$ cat config.mk
export PLATFORM = sky130hd
export DESIGN_NAME = inst_fifo_writer
export DESIGN_NICKNAME = d
export VERILOG_FILES = /design/src/rtl/inst_fifo_writer.sv
export SDC_FILE = /design/constraint.sdc
export NUM_CORES = 1
export LEC_CHECK = 0
export CAP_MARGIN = 20
export CORE_MARGIN = 2
export CORE_UTILIZATION = 30
export CTS_CLUSTER_DIAMETER = 60
export DETAILED_ROUTE_END_ITERATION = 10
export SYNTH_ARGS = -nofsm -noshare
export SYNTH_HDL_FRONTEND = slang
export SYNTH_SLANG_ARGS = --single-unit
$ cat constraint.sdc
create_clock -name clk -period 10.4 [get_ports clk]
set_input_delay 1.04 -clock clk [delete_from_list [all_inputs] [get_ports clk]]
set_output_delay 1.04 -clock clk [all_outputs]
set_load 0.02 [all_outputs]
$ cat src/rtl/inst_fifo_writer.sv
// Host-side instruction FIFO writer: packs host instruction fields into an
// 82-bit word and buffers it in a first-word-fall-through circular FIFO.
module inst_fifo_writer #(
  parameter int DEPTH = 8,
  parameter int PTR_W = $clog2(DEPTH)
) (
  input  logic              clk,
  input  logic              rst,
  input  logic              cmd_valid,
  output logic              cmd_ready,
  input  logic [47:0]       coordinates,
  input  logic [3:0]        alpha_val,
  input  logic [1:0]        texture_code,
  input  logic [23:0]       color_code,
  input  logic              layer_num,
  input  logic              vertice_num,
  input  logic              inst_type,
  input  logic              fill_type,
  input  logic              flush,
  input  logic              read_en,
  output logic [81:0]       fifo_data,
  output logic              fifo_empty,
  output logic              fifo_full,
  output logic [PTR_W:0]    count,
  output logic              overflow_err,
  output logic              underflow_err
);

  localparam logic [PTR_W:0]   CNT_ONE  = (PTR_W+1)'(1);
  localparam logic [PTR_W:0]   CNT_FULL = (PTR_W+1)'(DEPTH);
  localparam logic [PTR_W-1:0] PTR_ONE  = PTR_W'(1);

  logic [81:0]      mem [DEPTH];
  logic [PTR_W-1:0] wp, rp;
  logic [PTR_W:0]   count_q;
  logic             push, pop;
  logic [81:0]      word;

  // Handshake: a word transfers on any edge where cmd_valid && cmd_ready.
  // cmd_ready is decoded from registered count only, so a full FIFO refuses
  // a push even while a pop happens in the same cycle.
  assign fifo_empty = (count_q == '0);
  assign fifo_full  = (count_q == CNT_FULL);
  assign cmd_ready  = !fifo_full;
  assign count      = count_q;

  assign push = cmd_valid && cmd_ready;
  // A pop on an empty FIFO is ignored even if a push lands the same cycle.
  assign pop  = read_en && !fifo_empty;

  assign word = {inst_type, fill_type, vertice_num, layer_num,
                 texture_code, alpha_val, color_code, coordinates};

  assign fifo_data = fifo_empty ? '0 : mem[rp];

  always_ff @(posedge clk) begin
    if (rst) begin
      wp            <= '0;
      rp            <= '0;
      count_q       <= '0;
      overflow_err  <= 1'b0;
      underflow_err <= 1'b0;
    end else if (flush) begin
      wp            <= '0;
      rp            <= '0;
      count_q       <= '0;
      overflow_err  <= 1'b0;
      underflow_err <= 1'b0;
    end else begin
      if (push) wp <= wp + PTR_ONE;
      if (pop)  rp <= rp + PTR_ONE;
      case ({push, pop})
        2'b10:   count_q <= count_q + CNT_ONE;
        2'b01:   count_q <= count_q - CNT_ONE;
        default: count_q <= count_q;
      endcase
      if (cmd_valid && fifo_full) overflow_err  <= 1'b1;
      if (read_en && fifo_empty)  underflow_err <= 1'b1;
    end
  end

  // Storage is never cleared; flush and reset only move the pointers.
  always_ff @(posedge clk) begin
    if (push && !rst && !flush) mem[wp] <= word;
  end

endmodule
==> metrics.cfg, run 1 <==
[global_route]
grt_usage = 0.1282
first_global_vias = 12749
overflow = 0
grt_max_degree = 81
grt_pass1_wl_mm = 82.85
antenna_found_initial = 4

[logic_synthesis]
synthMuxAreaShare = 0.1770
synth_compound_area_frac = 0.002295
syn_nets = 1213
ys_types = 36
yosys_warnings = 0
synth_top_family_by_area = multiplexers
synth-simple-area-share = 0.02124
synthAdderAreaFrac = 0.002442
yosysSeqAreaShare = 0.7806
synthCells = 1121
synth_seq_cells = 671
netlist_area_sq_mm = 0.02562
syn_area_per_cell_sq_um = 22.85
synth-xor-area-share = 0.002393

[finish]
final_util = 0.3682
stdcell_count = 2552
area_growth_syn_to_layout_pct = 21.97
drive_above_1_share = 0.2232
fin_nets = 1437

[run_status]
status = complete, no violations

[clock_tree]
cts-htree-levels = 3
numCtsBuffers = 79
cts_hold_buffers = 0
root_buffer = clkbuf_16
post_cts_buffers = 0
cts_tree = done
clkTransAtPathRegs_ns = 0.06
postCtsResizedCells = 0
clock_path_buffers = 3
clock_sinks = 671
clkLatencyLatePin_ns = 0.62

[routing]
viasPerCell = 4.620
wl_per_cell_microns = 21.90
firstDrtPassIters = 5
drt_iter0_markers = 684
vias = 11791
finalWirelength_mm = 55.90
drc = 0
ant_nets = 0

[worst_setup_path]
path_max_fanout = 48
critPathKind = reg -> out
endpoint_kind = output port
startpoint_type = flop
crit_arrival_ns = 3.90
worst_ep_required_time_ns = 9.36

[power_and_ir_drop]
leakage_nw = 9.296
max-vdd-ir-drop_mv = 0.1206
p_per_area_mw_per_mm2 = 189.0

[sta]
finalSetupViolCount = 0
fmax_mhz = 202.4
finalCritPeriodShare = 0.4751
worst_pin_slew_ns = 1.091
skew_ns = 0.01810
hold_viol = 0
rsz0062_at_grt = false
setup_tns_ns = 0
slew_violations = 0
relSlewSlack = 0.2729
whs_ns = 0.4892
min_period_ns = 4.942

[floorplan]
fp-row-count = 107
fp.dieArea_sq_mm = 0.08775
coreArea_sq_mm = 0.08488
num_io_pins = 178
initial_core_util = 0.3018
die_x_microns = 296.2
dieHeight_microns = 296.2

[placement]
dpl.cell_count = 2408
place_congestion = 0.6762
dp_hpwl_mm = 30.07
port_buffers = 177

[flow_run]
cap_violations = 0

[min_path]
worstHoldPathType = reg -> reg

-- metal layers --
layer | global-route usage | vias to the layer above | share of wire
met1 | 0.1593 | 6298 | 0.41
met5 | 0 | - | 0.00098
met2 | 0.2233 | 247 | 0.52
met3 | 0.02863 | 93 | 0.047
met4 | 0.03806 | 8 | 0.022
li1 | - | 5145 | -
-- area by class of cell --
class / count / area (sq um)
Fill cell: 7788 / 53630
Sequential cell: 671 / 20010
Multi-Input combinational cell: 392 / 5318
Clock buffer: 101 / 2133
Timing Repair Buffer: 200 / 1957
Tap cell: 1144 / 1431
Clock inverter: 42 / 392.9
Inverter: 1 / 3.754
Antenna cell: 1 / 2.502
-- power breakdown --
group          switching (mW)  internal (mW)
Clock                    1.08           1.57
Sequential            0.00878           2.98
Combinational           0.151          0.123
-- worst paths after layout --
kind / startpoint / to / slack (ns) / cells after the start
max: flop / fifo_data[22] / 5.46 / 5
min: overflow_err / overflow_err / 0.49 / 2
max reg2reg: count[1] / count[3] / 6.72 / 9
min reg2reg: overflow_err / overflow_err / 0.49 / 2
-- cells in the final DEF (no fill, tap or decap), types with 9 or more instances in the layout --
master           count
clkbuf_16           82
edfxtp_1           656
clkdlybuf4s50_1    177
clkinv_1            13
buf_4               22
mux4_2             164
dfxtp_1             12
mux2i_1             84
clkinv_2             9
clkbuf_1            18
nor2_1              94
-- synthesized netlist by cell type (all sizes together) --
cell type,instances,area share
xor2,6,0.0021
mux2i,84,0.033
dfxtp,15,0.012
or2,1,0.00024
nor2b,1,0.00024
o21ai,1,0.00020
buf,44,0.012
a2111oi,1,0.00034
nand2b,3,0.00073
nor2,100,0.015
clkbuf,13,0.0019
nor4,2,0.0011
inv,1,0.00015
nand3,3,0.00059
mux4,164,0.14
nor3,2,0.00059
a21oi,5,0.0011
nand3b,2,0.00059
nand2,4,0.00088
xnor2,1,0.00034
o41ai,1,0.00034
o31ai,1,0.00029
nand4,1,0.00024
or4b,1,0.00039
or3,2,0.00068
ha,5,0.0024
edfxtp,656,0.77
nor4b,1,0.00034
-- sequential cells by signal, summed over array words and instances, names as in the netlist, named ones only --
register       count
wp                 3
underflow_err      1
count              4
rp                 3
mem              656
overflow_err       1
-- cell families after synthesis --
family                     Yosys count
muxes                              248
adders and majority gates            5
buffers and inverters               58
DFF                                671
AOI/OAI and AO/OA                    9
xor gates and xnor gates             7
and+or+nand+nor                    123
-- stage by stage --
stage               setup slack, ns  power (mW)  cell area, sq um
finish                        5.459       5.907             31250
global route                  5.070       6.111             31250
CTS                           5.256       5.994             31250
detailed placement            5.908       3.330             28720
global placement              5.920       3.324             28720
floorplan                     2.871       3.179             25620
-- critical path: stages (launching register included) --
cell,delay [ns]
dfxtp_4,0.85
buf_4,0.87
mux4_2,0.60
mux2i_1,0.15
nor2_1,0.09
clkdlybuf4s50_1,0.60
No activity file was read; power rests on OpenSTA's default activity.
==> run 2, diff against run 1 <==
clock period = 4 ns   (was 10.4 ns; I/O delays follow)
==> metrics.cfg, run 2 (same netlist as run 1, synthesis figures left out) <==
[power_and_ir_drop]
max-vdd-ir-drop_mv = 0.2732
p_sw_mw = 3.159
switching_share = 0.2073
p_int_mw = 12.08
power.share.clock = 0.442
power.total_mw = 15.24
p_seq_frac = 0.510
power_frac_comb = 0.048
p_per_area_mw_per_mm2 = 483.7
leakage_nw = 9.361

[worst_setup_path]
critPathKind = reg -> out
endpoint_kind = output port
timing.rr.start = count[1]
crit_arrival_ns = 3.17
reg2reg_slack_ns = 1.35
startpoint_type = flop
timing.rr.end = count[2]
worstRegToRegCells = 9
cp-endpoint = fifo_data[6]
worst_ep_required_time_ns = 3.60
path_max_fanout = 28

[sta]
min_period_ns = 3.573
rsz0062_at_grt = false
finalCritPeriodShare = 0.8931
worst_pin_slew_ns = 0.8308
skew_ns = 0.01472
layout_setup_ws_ns = 0.4275
finalSetupViolCount = 0
relSlewSlack = 0.4461
setup_tns_ns = 0
slew_violations = 0
hold_viol = 0
fmax_mhz = 279.9
whs_ns = 0.4816

[finish]
final_common_cell = edfxtp_1
fin_nets = 1442
final_util = 0.3713
drive_above_1_share = 0.2282
largest_register_ffs = 656
regMostFlops = mem
area_growth_syn_to_layout_pct = 23.00
layout_common_cells = edfxtp_1 (656), clkdlybuf4s50_1 (177), mux4_2 (164)

[run_status]
status = complete, no violations

[floorplan]
initial_core_util = 0.3018
die_x_microns = 296.2
fp.dieArea_sq_mm = 0.08775
num_io_pins = 178
dieHeight_microns = 296.2
fp-row-count = 107
coreArea_sq_mm = 0.08488

[global_route]
grt_pass1_wl_mm = 81.61
overflow = 0
grt_max_degree = 83
grt_usage = 0.1258
antenna_found_initial = 11
first_global_vias = 12910

[placement]
port_buffers = 177
place_congestion = 0.6672
dp_hpwl_mm = 28.30
post-place-ws_ns = 0.9746

[routing]
wl_per_cell_microns = 21.43
drc = 0
finalWirelength_mm = 54.82
firstDrtPassIters = 5
drt_iter0_markers = 602
viasPerCell = 4.581
ant_nets = 0
vias = 11719

[clock_tree]
post_cts_buffers = 0
numCtsBuffers = 75
clkLatencyLatePin_ns = 0.60
clock_sinks = 671
postCtsResizedCells = 0
root_buffer = clkbuf_16
cts_tree = done
cts_hold_buffers = 0
clock_path_buffers = 3
cts-htree-levels = 3
clkTransAtPathRegs_ns = 0.05

[min_path]
hold_depth = 2
hold_start = overflow_err
worstHoldPathType = reg -> reg

[flow_run]
cap_violations = 0

run 2: layout make-up:
cell class / instances / area [sq um]
antenna: 3 / 7.507
tap: 1144 / 1431
timing repair buffer: 209 / 2300
inverter: 1 / 3.754
sequential: 671 / 20010
clock inverter: 43 / 462.9
multi-input combinational: 392 / 5324
fill: 7745 / 53370
clock buffer: 95 / 1973
run 2: power groups by stage:
stage	combinational [mW]	sequential [mW]	clock, mW
finish	0.732	7.77	6.74
global route	0.793	7.77	7.23
CTS	0.753	7.77	6.95
detailed placement	0.751	7.92	0
global placement	0.734	7.92	0
floorplan	0.342	7.92	0
run 2: how the worst min path moves through the flow:
stage | endpoint
floorplan | flop
global placement | overflow_err
detailed placement | overflow_err
CTS | underflow_err
global route | underflow_err
finish | overflow_err
run 2: through the flow:
step	area (sq um)	instances
finish	31510	2558
global route	31510	2558
CTS	31510	2555
detailed placement	29070	2417
global placement	29070	2417
floorplan	25640	1121
run 2: worst max-delay path, stage by stage, from the launching register on:
cell and delay (ns):
dfxtp_4 0.60, buf_12 0.33, buf_12 0.20, mux4_2 0.50
mux2i_1 0.27, nor2_1 0.08, clkdlybuf4s50_1 0.55
run 2: routing by layer:
metal,part of all wire,up-vias,track usage
met5,0.0017,-,0
met4,0.025,16,0.04127
met3,0.046,106,0.02968
met2,0.51,219,0.2197
met1,0.42,6220,0.1530
li1,-,5158,-
==> run 3, diff against run 2 <==
GPL_ROUTABILITY_DRIVEN = 0   (was unset)
GPL_TIMING_DRIVEN = 0   (was unset)
clock period = 4.65 ns   (was 4 ns; I/O delays follow)
==> metrics.cfg, run 3 (same netlist as run 1, synthesis figures left out) <==
[sta]
worst_pin_slew_ns = 0.9981
min_period_ns = 4.145
slew_violations = 0
fmax_mhz = 241.2
layout_setup_ws_ns = 0.5048
skew_ns = 0.02751
rsz0062_at_grt = false
hold_viol = 0
finalCritPeriodShare = 0.8914
relSlewSlack = 0.3346
finalSetupViolCount = 0

[routing]
finalWirelength_mm = 59.92
met3WireLength_mm = 3.441
viasPerCell = 4.601
ant_nets = 0
vias = 12054
wl_met1_mm = 24.31
routed.top_layer = met5
drt_iter0_markers = 834
met2WireLength_mm = 30.47
wl_per_cell_microns = 22.87
firstDrtPassIters = 5
drc = 0

[placement]
dp_hpwl_mm = 37.97
port_buffers = 177
post-place-ws_ns = 0.9983
placed_area_sq_mm = 0.02973

[clock_tree]
cts_hold_buffers = 0
cts_tree = done
cts-htree-levels = 3
clock_path_buffers = 3
post_cts_buffers = 0
clkTransAtPathRegs_ns = 0.06
numCtsBuffers = 79
clkLatencyLatePin_ns = 0.62
postCtsResizedCells = 0
clock_sinks = 671
root_buffer = clkbuf_16

[worst_setup_path]
endpoint_kind = output port
slowest_stage = buf_1
startpoint_type = flop
path_cells = buf_2 -> buf_1 -> mux4_2 -> mux2i_1 -> nor2_1 -> clkdlybuf4s50_1
critPathKind = reg -> out
worst_ep_required_time_ns = 4.18
timing.rr.start = count[1]
max_stage_delay_ns = 0.73
reg2reg_slack_ns = 1.65
crit_arrival_ns = 3.68
worstRegToRegCells = 7
path_max_fanout = 10
timing.rr.end = mem[4][55]

[min_path]
holdPathEnd = overflow_err
hold_start = overflow_err
hold_depth = 2
worstHoldPathType = reg -> reg

[finish]
area_growth_syn_to_layout_pct = 25.80
drive_above_1_share = 0.2441
fin_nets = 1510
largest_register_ffs = 656
regMostFlops = mem
final_common_cell = edfxtp_1
layout_common_cells = edfxtp_1 (656), clkdlybuf4s50_1 (177), mux4_2 (164)
final_area_sq_mm = 0.03223

[global_route]
overflow = 0
first_global_vias = 13047
grt_usage = 0.1389
grt_pass1_wl_mm = 87.44
antenna_found_initial = 9
grt_max_degree = 24

[floorplan]
initial_core_util = 0.3018
fp-row-count = 107
coreArea_sq_mm = 0.08488
die_x_microns = 296.2
dieHeight_microns = 296.2
fp.dieArea_sq_mm = 0.08775
num_io_pins = 178

[power_and_ir_drop]
max-vdd-ir-drop_mv = 0.2758
p_per_area_mw_per_mm2 = 410.5
leakage_nw = 9.724

[run_status]
status = complete, no violations

[flow_run]
cap_violations = 0

run 3: cell count changes in the layout (fill, tap and decap cells not counted), sizes merged:
cell,before,now
clkinvlp,5,4
diode,3,1
buf,32,83
clkbuf,95,109
inv,8,9
bufinv,7,5
clkinv,24,25
run 3: where the power goes:
group          switching [mW]  internal (mW)  leakage, nW
Sequential             0.0124           6.67         6.03
Clock                    2.38           3.50         1.21
Combinational           0.365          0.299         2.48
run 3: metrics by stage:
stage / power, mW / utilization / instances / TNS, ns / hold slack, ns
detailed placement: 7.492 / 0.3503 / 2481 / 0 / 0.4628
floorplan: 7.110 / - / 1121 / -138.52 / 0.4847
global route: 13.68 / 0.3797 / 2619 / 0 / 0.5223
CTS: 13.43 / 0.3797 / 2619 / 0 / 0.4784
global placement: 7.465 / 0.3398 / 2442 / -2045.86 / 0.4595
finish: 13.23 / 0.3797 / 2620 / 0 / 0.4702
run 3: area by class of cell:
class | instances | area [sq um]
clock inverter | 42 | 400.4
sequential | 671 | 20000
tap | 1144 | 1431
timing repair buffer | 216 | 2620
fill | 7721 | 52650
inverter | 1 | 3.754
antenna | 1 | 2.502
buffer | 57 | 355.3
multi-input combinational | 392 | 5324
clock buffer | 96 | 2093
run 3: worst max-delay path by stage:
stage,from,to,cells after the start
4_1_cts,count[1],fifo_data[28],5
2_1_floorplan,count[1],mem[1][0],5
6_report,flop,fifo_data[28],6
3_3_place_gp,rst,mem[3][53],4
3_5_place_dp,flop,fifo_data[28],6
5_1_grt,count[1],fifo_data[28],5
run 3: critical path: cells and delay by family (launching register included):
family	cells	cell delay (ns)
buffers and inverters	3	1.87
DFF	1	0.32
muxes	2	0.44
and+or+nand+nor	1	0.42
run 3: metal layers:
layer,GRT usage,up-vias
li1,-,5287
met3,0.03290,102
met4,0.05211,18
met1,0.1710,6353
met5,0,-
met2,0.2374,294
